## src/rtl/mio_arbiter_pkg.sv

```systemverilog
// Shared definitions for the CPU/device shared-RAM arbiter: state encoding,
// widths, requester ids and the latched transaction payload.
package mio_arbiter_pkg;

  localparam int unsigned DATA_W          = 32;
  localparam int unsigned ST_W            = 3;
  localparam int unsigned CNT_W           = 3;
  localparam int unsigned MEM_LAT_DEFAULT = 1;

  localparam logic [ST_W-1:0] ST_IDLE  = 3'd0;
  localparam logic [ST_W-1:0] ST_ISSUE = 3'd1;
  localparam logic [ST_W-1:0] ST_WAIT  = 3'd2;
  localparam logic [ST_W-1:0] ST_DONE  = 3'd3;

  // Requester id; also the bit index into the arbiter request vector.
  localparam logic OWNER_CPU = 1'b0;
  localparam logic OWNER_DEV = 1'b1;

  typedef struct packed {
    logic              owner;
    logic              we;
    logic [DATA_W-1:0] addr;
    logic [DATA_W-1:0] wdata;
  } mio_txn_t;

endpackage

```

## src/rtl/mio_arbiter_rr_arb2.sv

```systemverilog
// Two-way round-robin pick: a lone requester wins, a tie goes to the
// requester that was not granted last.
module rr_arb2 (
  input  logic [1:0] req,
  input  logic       last,
  output logic       grant
);

  always_comb begin
    grant = last;
    case (req)
      2'b01:   grant = 1'b0;
      2'b10:   grant = 1'b1;
      2'b11:   grant = ~last;
      default: grant = last;
    endcase
  end

endmodule

```

## src/rtl/mio_arbiter.sv

```systemverilog
// Arbitrates a CPU (read/write) and a display/scan device (read-only) onto a
// single shared RAM with fixed read latency MEM_LAT; one transaction at a time.
module mio_arbiter
  import mio_arbiter_pkg::*;
#(
  parameter int unsigned MEM_LAT = MEM_LAT_DEFAULT
) (
  input  logic              clk,
  input  logic              reset,
  input  logic              cpu_req,
  input  logic              cpu_we,
  input  logic [DATA_W-1:0] cpu_addr,
  input  logic [DATA_W-1:0] cpu_wdata,
  output logic              cpu_ready,
  output logic [DATA_W-1:0] cpu_rdata,
  input  logic              dev_req,
  input  logic [DATA_W-1:0] dev_addr,
  output logic              dev_ready,
  output logic [DATA_W-1:0] dev_rdata,
  output logic              mem_en,
  output logic              mem_we,
  output logic [DATA_W-1:0] mem_addr,
  output logic [DATA_W-1:0] mem_wdata,
  input  logic [DATA_W-1:0] mem_rdata,
  output logic [ST_W-1:0]   state
);

  localparam logic [CNT_W-1:0] CNT_LAST = CNT_W'(MEM_LAT - 1);

  logic [ST_W-1:0]   state_nxt;
  logic [CNT_W-1:0]  cnt_q, cnt_nxt;
  mio_txn_t          txn_q, txn_nxt;
  logic              last_q, last_nxt;
  logic              grant;
  logic              lat_done;
  logic              rd_capture;
  logic              mem_en_nxt, mem_we_nxt;
  logic              cpu_ready_nxt, dev_ready_nxt;
  logic [DATA_W-1:0] cpu_rdata_nxt, dev_rdata_nxt;

  rr_arb2 u_rr_arb2 (
    .req   ({dev_req, cpu_req}),
    .last  (last_q),
    .grant (grant)
  );

  // RAM address/data come straight from the latched transaction flops.
  assign mem_addr  = txn_q.addr;
  assign mem_wdata = txn_q.wdata;

  // Next state, transaction latch and registered-output next values.
  always_comb begin
    state_nxt     = state;
    cnt_nxt       = cnt_q;
    txn_nxt       = txn_q;
    last_nxt      = last_q;
    lat_done      = (cnt_q == CNT_LAST);
    rd_capture    = 1'b0;

    case (state)
      ST_IDLE: begin
        if (cpu_req || dev_req) begin
          state_nxt     = ST_ISSUE;
          last_nxt      = grant;
          txn_nxt.owner = grant;
          if (grant == OWNER_CPU) begin
            txn_nxt.we    = cpu_we;
            txn_nxt.addr  = cpu_addr;
            txn_nxt.wdata = cpu_wdata;
          end else begin
            txn_nxt.we    = 1'b0;
            txn_nxt.addr  = dev_addr;
            txn_nxt.wdata = '0;
          end
        end
      end
      ST_ISSUE: begin
        state_nxt = ST_WAIT;
        cnt_nxt   = '0;
      end
      ST_WAIT: begin
        if (lat_done) begin
          state_nxt  = ST_DONE;
          cnt_nxt    = '0;
          rd_capture = ~txn_q.we;
        end else begin
          cnt_nxt = cnt_q + CNT_W'(1);
        end
      end
      ST_DONE: begin
        state_nxt = ST_IDLE;
      end
      default: begin
        state_nxt = ST_IDLE;
        cnt_nxt   = '0;
      end
    endcase

    mem_en_nxt    = (state_nxt == ST_ISSUE);
    mem_we_nxt    = mem_en_nxt && txn_nxt.we && (txn_nxt.owner == OWNER_CPU);
    cpu_ready_nxt = (state_nxt == ST_DONE) && (txn_q.owner == OWNER_CPU);
    dev_ready_nxt = (state_nxt == ST_DONE) && (txn_q.owner == OWNER_DEV);
    cpu_rdata_nxt = (rd_capture && (txn_q.owner == OWNER_CPU)) ? mem_rdata : cpu_rdata;
    dev_rdata_nxt = (rd_capture && (txn_q.owner == OWNER_DEV)) ? mem_rdata : dev_rdata;
  end

  // State and output registers; reset aborts any transaction in flight.
  always_ff @(posedge clk or posedge reset) begin
    if (reset) begin
      state     <= ST_IDLE;
      cnt_q     <= '0;
      txn_q     <= '0;
      last_q    <= OWNER_DEV;
      mem_en    <= 1'b0;
      mem_we    <= 1'b0;
      cpu_ready <= 1'b0;
      dev_ready <= 1'b0;
      cpu_rdata <= '0;
      dev_rdata <= '0;
    end else begin
      state     <= state_nxt;
      cnt_q     <= cnt_nxt;
      txn_q     <= txn_nxt;
      last_q    <= last_nxt;
      mem_en    <= mem_en_nxt;
      mem_we    <= mem_we_nxt;
      cpu_ready <= cpu_ready_nxt;
      dev_ready <= dev_ready_nxt;
      cpu_rdata <= cpu_rdata_nxt;
      dev_rdata <= dev_rdata_nxt;
    end
  end

endmodule
```

## config.mk

```make
export PLATFORM = sky130hd
export DESIGN_NAME = mio_arbiter
export DESIGN_NICKNAME = d
export VERILOG_FILES = /design/src/rtl/mio_arbiter_pkg.sv /design/src/rtl/mio_arbiter_rr_arb2.sv /design/src/rtl/mio_arbiter.sv
export SDC_FILE = /design/constraint.sdc
export NUM_CORES = 1
export LEC_CHECK = 0
export BUFFER_PORTS_ARGS = -buffer_cell sky130_fd_sc_hd__buf_2
export CORE_MARGIN = 10
export CORE_UTILIZATION = 40
export DETAILED_ROUTE_END_ITERATION = 12
export PLACE_DENSITY = 0.69
export SETUP_SLACK_MARGIN = 0.3
export SYNTH_ARGS = -nofsm -noshare
export SYNTH_HDL_FRONTEND = slang
export SYNTH_SLANG_ARGS = --single-unit
```

## constraint.sdc

```tcl
create_clock -name clk -period 9.25 [get_ports clk]
set_clock_uncertainty 0.2 [all_clocks]
set_input_delay 1.3875 -clock clk [delete_from_list [all_inputs] [get_ports clk]]
set_output_delay 1.3875 -clock clk [all_outputs]
set_load 0.005 [all_outputs]
```

==> results.json, run 1 <==
{
  "outcome": "finished, final reports clean",
  "finalCritPeriodShare": 0.418,
  "dpl_cell_area_sq_um": 7400,
  "power_mw": 2.71,
  "antenna_found_initial": 1,
  "power.density_nw_per_um2": 337,
  "syn_inst": 588,
  "gp_congestion": 0.775,
  "wl_met1_um": 7810,
  "syn_avg_cell_area_sq_um": 10.9,
  "synth_ff_type": "dfrtp_1",
  "required_ns": 9.30,
  "dr_total_vias": 5104,
  "seq_area_frac_synth": 0.550,
  "holdBufCountCts": 0,
  "finalNetCount": 904,
  "wirelength_um": 18100,
  "final_area_sq_um": 8040,
  "diodes": 0,
  "worstHoldPathType": "reg2reg",
  "cp_max_fo": 37,
  "slew_headroom": 0.231,
  "drive_gt1_frac": 0.477,
  "grt_max_degree": 81,
  "whs_ns": 0.282,
  "tightestPinTransition_ns": 1.15,
  "first_pass_iters": 4,
  "synth_top_area_share": 0.546,
  "die_w_um": 147,
  "dr_wl_met2_um": 8430,
  "start_util": 0.406,
  "place_hpwl_um": 12800,
  "clk_pin_slew_ns": 0.06,
  "worstSetupEndpointType": "flop",
  "htreeDepth": 4,
  "io_buffers": 267,
  "cts_tree": "done",
  "final_common_cell": "buf_2",
  "clockRootBuffer": "clkbuf_16",
  "grt_pass1_vias": 5285,
  "async_reset_ff_frac": 1.00,
  "rows": 46,
  "layout_common_cells": "buf_2 (267), dfrtp_1 (140), o21ai_0 (97)",
  "synth-warning-count": 0,
  "fillers": 1431,
  "synth.distinct_cells": 34,
  "cts_resized": 0,
  "antenna_left": 0,
  "via_per_inst": 5.11,
  "grtUsageTotal": 0.164,
  "timing.fmax_mhz": 258,
  "slew_violations": 0,
  "highest_layer": "met5",
  "grt_pass1_wl_um": 28500,
  "multi_input_area_sq_um": 2190,
  "ir_drop_mv": 0.134,
  "startpoint_type": "input pin",
  "synth_top_area_cell": "dfrtp_1",
  "seqCellArea_sq_um": 3530,
  "ios": 268,
  "ys_ff_latch": 141,
  "final_core_util": 0.508,
  "clk_latency_ns": 0.41,
  "clockBufferDepth": 2,
  "cts_inserted_buffers": 17,
  "wire_per_inst_um": 18.2,
  "drc_errors": 0,
  "core-area_sq_um": 15800,
  "first_iter_violations": 163,
  "die_h_um": 147,
  "ys_top_cells_by_area": "dfrtp_1 (55%), mux2_2 (9.8%), o21ai_0 (7.6%)",
  "reg2reg_setup_slack_ns": 6.07,
  "cp_data_arrival_time_ns": 3.92,
  "setup_viol": 0,
  "period_minus_slack_ns": 3.87,
  "cap_violations": 0,
  "power.static_leakage_nw": 3.87,
  "rsz0062_at_grt": "false",
  "synth-edff-count": 0,
  "syn_area_sq_um": 6420,
  "routed-wl-met3_um": 1480,
  "grt.overflow.total": 0,
  "postCtsSetupBuffers": 0,
  "area_delta_synth_final_pct": 25.3,
  "dieArea_sq_um": 21500,
  "tns_ns": 0,
  "syn_nets": 723,
  "hold_viol_final": 0,
  "cts.sinks": 141,
  "path_class": "in2reg"
}
==> final cells by class <==
| class | count | share of cell area |
|---|---|---|
| inverter | 6 | 0.00342 |
| clock buffer | 18 | 0.0534 |
| tap | 216 | 0.0336 |
| sequential | 141 | 0.439 |
| multi-input combinational | 329 | 0.272 |
| timing repair buffer | 274 | 0.173 |
| clock inverter | 14 | 0.0260 |
==> routing by layer <==
metal | track usage | vias up
li1 | - | 2410
met1 | 0.199 | 2453
met2 | 0.258 | 212
met3 | 0.0600 | 27
met4 | 0.0666 | 2
met5 | 0 | -
==> state kept, by name (all words and copies together) (netlist names) <==
register and flops:
cpu_rdata 32, dev_rdata 32, mem_addr 32, mem_wdata 32, cnt_q 3, state 3, txn_q 2, cpu_ready 1
dev_ready 1, last_q 1, mem_en 1, mem_we 1
==> kinds of logic after synthesis <==
kind of cell / after synthesis / synth area share
AND/OR/NAND/NOR: 89 / 0.0782
AO/OA/AOI/OAI: 172 / 0.142
buffers and inverters: 118 / 0.112
adder cells (fa/ha/maj): 2 / 0.00390
other: 1 / 0.000584
multiplexers: 64 / 0.112
flip-flops: 141 / 0.550
XOR/XNOR: 1 / 0.00136
==> Yosys cell counts, types with 2 or more instances <==
cell	count
nand2_1	5
buf_2	9
buf_4	64
mux2_1	8
nand2b_1	2
nor2_1	4
mux2_2	56
o21ai_0	97
a21oi_1	39
clkbuf_1	36
ha_1	2
nor2b_1	3
buf_6	3
dfrtp_1	140
nand3_1	64
nor4b_4	2
and3_1	2
inv_1	5
a31oi_1	32
==> power breakdown <==
part	internal (mW)	switching, mW	total (mW)
Sequential	0.904	0.156	1.06
Clock	0.459	0.275	0.733
Combinational	0.439	0.475	0.914
Total	1.80	0.905	2.71
==> final timing paths <==
path | from | to | cells after the start
max in group asynchronous | reset | mem_en$_DFF_PP0_ | 3
min in group asynchronous | reset | cpu_rdata[16]$_DFFE_PP0P_ | 2
hold reg to reg | cpu_rdata[11]$_DFFE_PP0P_ | cpu_rdata[11]$_DFFE_PP0P_ | 1
hold / removal | cpu_rdata[11]$_DFFE_PP0P_ | cpu_rdata[11]$_DFFE_PP0P_ | 1
setup / recovery | cpu_req | mem_addr[24]$_DFFE_PP0P_ | 5
setup reg to reg | state[1]$_DFF_PP0_ | mem_addr[24]$_DFFE_PP0P_ | 5
==> worst max-delay path, cell delays in order <==
cell     delay, ns
buf_2         0.11
or2_2         0.58
nand2_1       0.83
inv_2         0.82
a31oi_1       0.18
==> stage by stage <==
step	setup slack [ns]	instances
detailed placement	4.90	966
finish	5.38	998
floorplan	3.88	588
global route	5.11	998
CTS	5.35	998
global placement	4.95	966
No activity file was read; power rests on OpenSTA's default activity.
==> run 2: changes to the inputs <==
ABC_AREA = 1   (was not set)
PLACE_DENSITY = 0.68   (was 0.69)
clock period = 3.64 ns   (was 9.25 ns; I/O delays follow)
==> results.json, run 2 <==
{
  "outcome": "finished, final reports clean",
  "timing.fmax_mhz": 451,
  "dp.cells": 1210,
  "dpl_cell_area_sq_um": 7660,
  "fillers": 1631,
  "yosysMostFrequentCell": "nand2_1",
  "power.static_leakage_nw": 4.88,
  "reg2reg_setup_slack_ns": 1.42,
  "cts_tree": "done",
  "core-area_sq_um": 16500,
  "cp_max_fo": 46,
  "p_comb_frac": 0.331,
  "die_h_um": 149,
  "wirelength_um": 18700,
  "clockBufferDepth": 2,
  "period_minus_slack_ns": 2.22,
  "rows": 47,
  "power.density_nw_per_um2": 808,
  "clk_pin_slew_ns": 0.06,
  "seqPwrFrac": 0.401,
  "final_area_sq_um": 8280,
  "area_delta_synth_final_pct": 24.3,
  "antenna_left": 0,
  "grt_pass1_wl_um": 29800,
  "highest_layer": "met5",
  "final_common_cell": "nand2_1",
  "first_iter_violations": 294,
  "cp_data_arrival_time_ns": 2.31,
  "worstSetupEndpointType": "flop",
  "synth-warning-count": 0,
  "postCtsSetupBuffers": 0,
  "tns_ns": 0,
  "syn_avg_cell_area_sq_um": 8.15,
  "grt_max_degree": 65,
  "finalNetCount": 1144,
  "path_class": "reg2reg",
  "final_cells": 1242,
  "routed-wl-met3_um": 2050,
  "synth-edff-count": 0,
  "ir_drop_mv": 0.312,
  "dieArea_sq_um": 22200,
  "p_sw_frac": 0.354,
  "cts_resized": 0,
  "cts_inserted_buffers": 17,
  "required_ns": 3.73,
  "startpoint_type": "flop",
  "io_buffers": 267,
  "diodes": 0,
  "finalCritPeriodShare": 0.609,
  "htreeDepth": 4,
  "layout_common_cells": "nand2_1 (335), buf_2 (267), dfrtp_1 (140)",
  "holdBufCountCts": 0,
  "first_pass_iters": 5,
  "syn_inst": 817,
  "ys_ff_latch": 141,
  "reg2regPathDepth": 5,
  "regToRegStartpoint": "state[1]$_DFF_PP0_",
  "worstReg2RegEnd": "mem_wdata[9]$_DFFE_PP0P_",
  "slew_violations": 0,
  "grt_pass1_vias": 5721,
  "grtUsageTotal": 0.167,
  "gp_congestion": 0.788,
  "drc_errors": 0,
  "via_per_inst": 4.52,
  "worstHoldPathType": "in2async",
  "switchingPower_mw": 2.36,
  "syn_area_sq_um": 6660,
  "synth_top_area_cell": "dfrtp_1",
  "start_util": 0.404,
  "wl_met1_um": 8120,
  "ios": 268,
  "ys_top_cells_by_area": "dfrtp_1 (53%), nand2_1 (19%), nand3_1 (10%)",
  "synth.distinct_cells": 20,
  "clk_latency_ns": 0.41,
  "drive_gt1_frac": 0.312,
  "dr_wl_met2_um": 8290,
  "syn_nets": 952,
  "cap_violations": 0,
  "antenna_found_initial": 1,
  "async_reset_ff_frac": 1.00,
  "grt.overflow.total": 0,
  "rsz0062_at_grt": "false",
  "synth_ff_type": "dfrtp_1",
  "place_hpwl_um": 13600,
  "hold_viol_final": 0,
  "p_int_mw": 4.32,
  "setup_viol": 0,
  "power_frac_clock": 0.268,
  "synthTopCellsByCount": "nand2_1 (335), dfrtp_1 (140), nand3_1 (133)",
  "cts.sinks": 141,
  "synth_top_area_share": 0.526,
  "seq_area_frac_synth": 0.530,
  "slew_headroom": 0.394,
  "clockRootBuffer": "clkbuf_16",
  "wire_per_inst_um": 15.0,
  "dr_total_vias": 5616,
  "tightestPinTransition_ns": 0.907,
  "die_w_um": 149
}
==> run 2: cell count changes after synthesis, moves of 8 or more <==
cell	delta
a21oi_1	-39
a31oi_1	-32
buf_2	+13
buf_6	+9
clkbuf_1	-29
inv_1	+72
mux2_1	-8
mux2_2	-56
nand2_1	+330
nand3_1	+69
o21ai_0	-90
==> run 2: final cells by class <==
type / instances / area, sq um / area share
Sequential cell: 141 / 3530 / 0.426
Inverter: 80 / 304 / 0.0367
Multi-Input combinational cell: 490 / 2080 / 0.251
Timing Repair Buffer: 279 / 1480 / 0.178
Clock buffer: 21 / 460 / 0.0556
Tap cell: 220 / 275 / 0.0333
Clock inverter: 11 / 156 / 0.0189
==> run 2: through the flow <==
step           utilization  power (mW)  hold slack [ns]  setup WS (ns)
2_1_floorplan            -        4.22            0.250           1.13
3_3_place_gp         0.465        4.92            0.247           1.20
3_5_place_dp         0.465        4.96            0.254           1.19
4_1_cts              0.503        6.80            0.135           1.40
5_1_grt              0.503        7.23            0.143           1.21
6_report             0.503        6.69            0.117           1.42
==> run 2: worst max path at each step <==
| stage | from | end | slack (ns) | cells past startpoint |
|---|---|---|---|---|
| after floorplan | reset | cnt_q[0]$_DFFE_PP0N_ | 1.13 | 1 |
| after global placement | dev_req | mem_addr[25]$_DFFE_PP0P_ | 1.20 | 7 |
| after detailed placement | dev_req | mem_addr[30]$_DFFE_PP0P_ | 1.19 | 7 |
| after CTS | state[1]$_DFF_PP0_ | mem_wdata[9]$_DFFE_PP0P_ | 1.40 | 5 |
| after global routing | state[1]$_DFF_PP0_ | mem_wdata[5]$_DFFE_PP0P_ | 1.21 | 5 |
| final | state[1]$_DFF_PP0_ | mem_wdata[9]$_DFFE_PP0P_ | 1.42 | 5 |
==> run 2: kinds of logic after synthesis <==
kind of cell             after synthesis  share of synthesized area
AND/OR/NAND/NOR                      478                      0.298
buffers and inverters                186                      0.159
flip-flops                           141                      0.530
AO/OA/AOI/OAI                          8                    0.00658
adder cells (fa/ha/maj)                2                    0.00376
XOR/XNOR                               1                    0.00132
other                                  1                   0.000563
==> run 2: critical path, cell delays in order, from the launching register on <==
cell and delay (ns):
dfrtp_1 0.42, inv_1 0.12, nand4_1 0.71, buf_12 0.48, nand2_1 0.09, nand2_1 0.06
==> run 2: per-layer routing <==
layer  global-route usage  vias up
li1                     -     2826
met1                0.204     2507
met3               0.0765       13
met4               0.0491        2
met5                    0        -
met2                0.258      268
==> run 2: power groups by stage <==
stage,combinational [mW],clock (mW),sequential [mW]
global route,2.54,1.92,2.77
finish,2.21,1.79,2.68
detailed placement,2.28,0,2.68
CTS,2.28,1.85,2.68
global placement,2.22,0,2.69
floorplan,1.56,0,2.66
==> run 3: changes to the inputs <==
PLACE_DENSITY = 0.71   (was 0.68)
clock period = 1.9 ns   (was 3.64 ns; I/O delays follow)
==> results.json, run 3 (synthesis gave the netlist of run 2 again) <==
{
  "cp_max_fo": 8,
  "worstHoldPathType": "in2reg",
  "setup_viol": 0,
  "layout_common_cells": "nand2_1 (332), buf_2 (267), dfrtp_1 (140)",
  "htreeDepth": 4,
  "timing.fmax_mhz": 618,
  "rsz0062_at_grt": "true",
  "place_hpwl_um": 13600,
  "crit_family": "simple AND/OR/NAND/NOR gates",
  "finalCritPeriodShare": 0.851,
  "die_h_um": 149,
  "dieArea_sq_um": 22200,
  "worstSetupEndpointType": "flop",
  "die_w_um": 149,
  "power_mw": 13.8,
  "switchingPower_mw": 5.03,
  "cp_data_arrival_time_ns": 1.77,
  "final_common_cell": "nand2_1",
  "grtUsageTotal": 0.196,
  "antenna_left": 0,
  "p_comb_frac": 0.387,
  "first_pass_iters": 5,
  "hold_viol_final": 0,
  "required_ns": 2.05,
  "ios": 268,
  "min_from": "cpu_addr[20]",
  "clockRootBuffer": "clkbuf_16",
  "reg2reg_setup_slack_ns": 0.28,
  "cpPeakStageDelay_ns": 0.39,
  "critPathBufInv": 3,
  "regToRegStartpoint": "cnt_q[1]$_DFFE_PP0N_",
  "dr_total_vias": 6669,
  "grt_pass1_wl_um": 35400,
  "cts.sinks": 141,
  "rows": 47,
  "holdPathEnd": "mem_addr[20]$_DFFE_PP0P_",
  "ir_drop_mv": 0.610,
  "antenna_found_initial": 2,
  "startpoint_type": "flop",
  "clk_pin_slew_ns": 0.06,
  "cap_violations": 0,
  "power.density_nw_per_um2": 1370,
  "p_int_mw": 8.76,
  "wire_per_inst_um": 17.2,
  "via_per_inst": 4.80,
  "path_cells": "inv_2 > ha_4 > nand3_2 > nor2_4 > buf_12 > buf_6 > nand3_1 > nand2_1",
  "wirelength_um": 23900,
  "slew_violations": 0,
  "path_class": "reg2reg",
  "power.static_leakage_nw": 5.63,
  "io_buffers": 267,
  "finalNetCount": 1290,
  "start_util": 0.404,
  "seqPwrFrac": 0.377,
  "clk_latency_ns": 0.41,
  "whs_path_depth": 5,
  "p_sw_frac": 0.365,
  "drive_gt1_frac": 0.312,
  "grt_pass1_vias": 6813,
  "grt.overflow.total": 0,
  "worstReg2RegEnd": "cpu_rdata[12]$_DFFE_PP0P_",
  "grt_max_degree": 72,
  "whs_ns": 0.0128,
  "area_delta_synth_final_pct": 50.7,
  "gp_congestion": 0.793,
  "core-area_sq_um": 16500,
  "outcome": "finished, final reports clean",
  "period_minus_slack_ns": 1.62,
  "first_iter_violations": 365,
  "power_frac_clock": 0.236,
  "reg2regPathDepth": 8,
  "cts_inserted_buffers": 17,
  "slowest_stage": "dfrtp_1",
  "cts_tree": "done",
  "drc_errors": 0,
  "clockBufferDepth": 2
}
run 3: cell type report:
cell class                 count  area [sq um]
fill                        1332          6430
sequential                   141          3530
timing repair buffer         425          3200
multi-input combinational    490          2150
clock buffer                  18           429
inverter                      80           304
tap                          220           275
clock inverter                14           143
antenna                        2          5.00
run 3: what timing repair did:
item                       in CTS  in global routing
gates cloned                    0                 16
pin swaps                       0                 25
resized for setup               2                 29
hold endpoints to repair      267                  0
setup endpoints to repair      43                104
hold buffers                  120                  0
setup buffers                   0                  9
run 3: how the worst max path moves through the flow:
stage                                    start                        end  slack [ns]  depth (start not counted)
after floorplan                          reset       cnt_q[0]$_DFFE_PP0N_       -0.35                          1
after global placement    cnt_q[0]$_DFFE_PP0N_  cpu_rdata[20]$_DFFE_PP0P_        0.31                          8
after detailed placement  cnt_q[0]$_DFFE_PP0N_  cpu_rdata[24]$_DFFE_PP0P_        0.28                          8
after CTS                 cnt_q[0]$_DFFE_PP0N_  dev_rdata[26]$_DFFE_PP0P_        0.28                          7
after global routing      cnt_q[1]$_DFFE_PP0N_  dev_rdata[14]$_DFFE_PP0P_        0.21                          8
final                     cnt_q[1]$_DFFE_PP0N_  cpu_rdata[12]$_DFFE_PP0P_        0.28                          8
run 3: through the flow:
stage	cell area, sq um	setup WS, ns	utilization	TNS [ns]	instances
6_report	10000	0.283	0.609	0	1390
3_3_place_gp	7720	0.311	0.469	0	1211
4_1_cts	9500	0.277	0.577	0	1363
2_1_floorplan	6660	-0.347	-	-48.62	817
5_1_grt	10000	0.215	0.609	0	1390
3_5_place_dp	7720	0.283	0.469	0	1211
run 3: worst register-to-register path: stages (launching register included):
cell and delay [ns]:
dfrtp_1 0.39, inv_2 0.09, ha_4 0.14, nand3_2 0.09, nor2_4 0.18, buf_12 0.16, buf_6 0.15, nand3_1 0.08
nand2_1 0.09
run 3: per-layer routing:
layer	track usage	share of wire	routed length [um]
met4	0.0854	0.034	801
met1	0.220	0.37	8870
met2	0.313	0.48	11400
met3	0.0913	0.12	2790
met5	0	0	0
run 3: power by group through the flow:
| stage | Combinational, mW | Clock, mW | Sequential, mW |
|---|---|---|---|
| after floorplan | 2.99 | 0 | 5.10 |
| after global placement | 4.31 | 0 | 5.16 |
| after detailed placement | 4.44 | 0 | 5.17 |
| after CTS | 4.63 | 3.33 | 5.16 |
| after global routing | 5.95 | 3.46 | 5.37 |
| final | 5.34 | 3.25 | 5.20 |
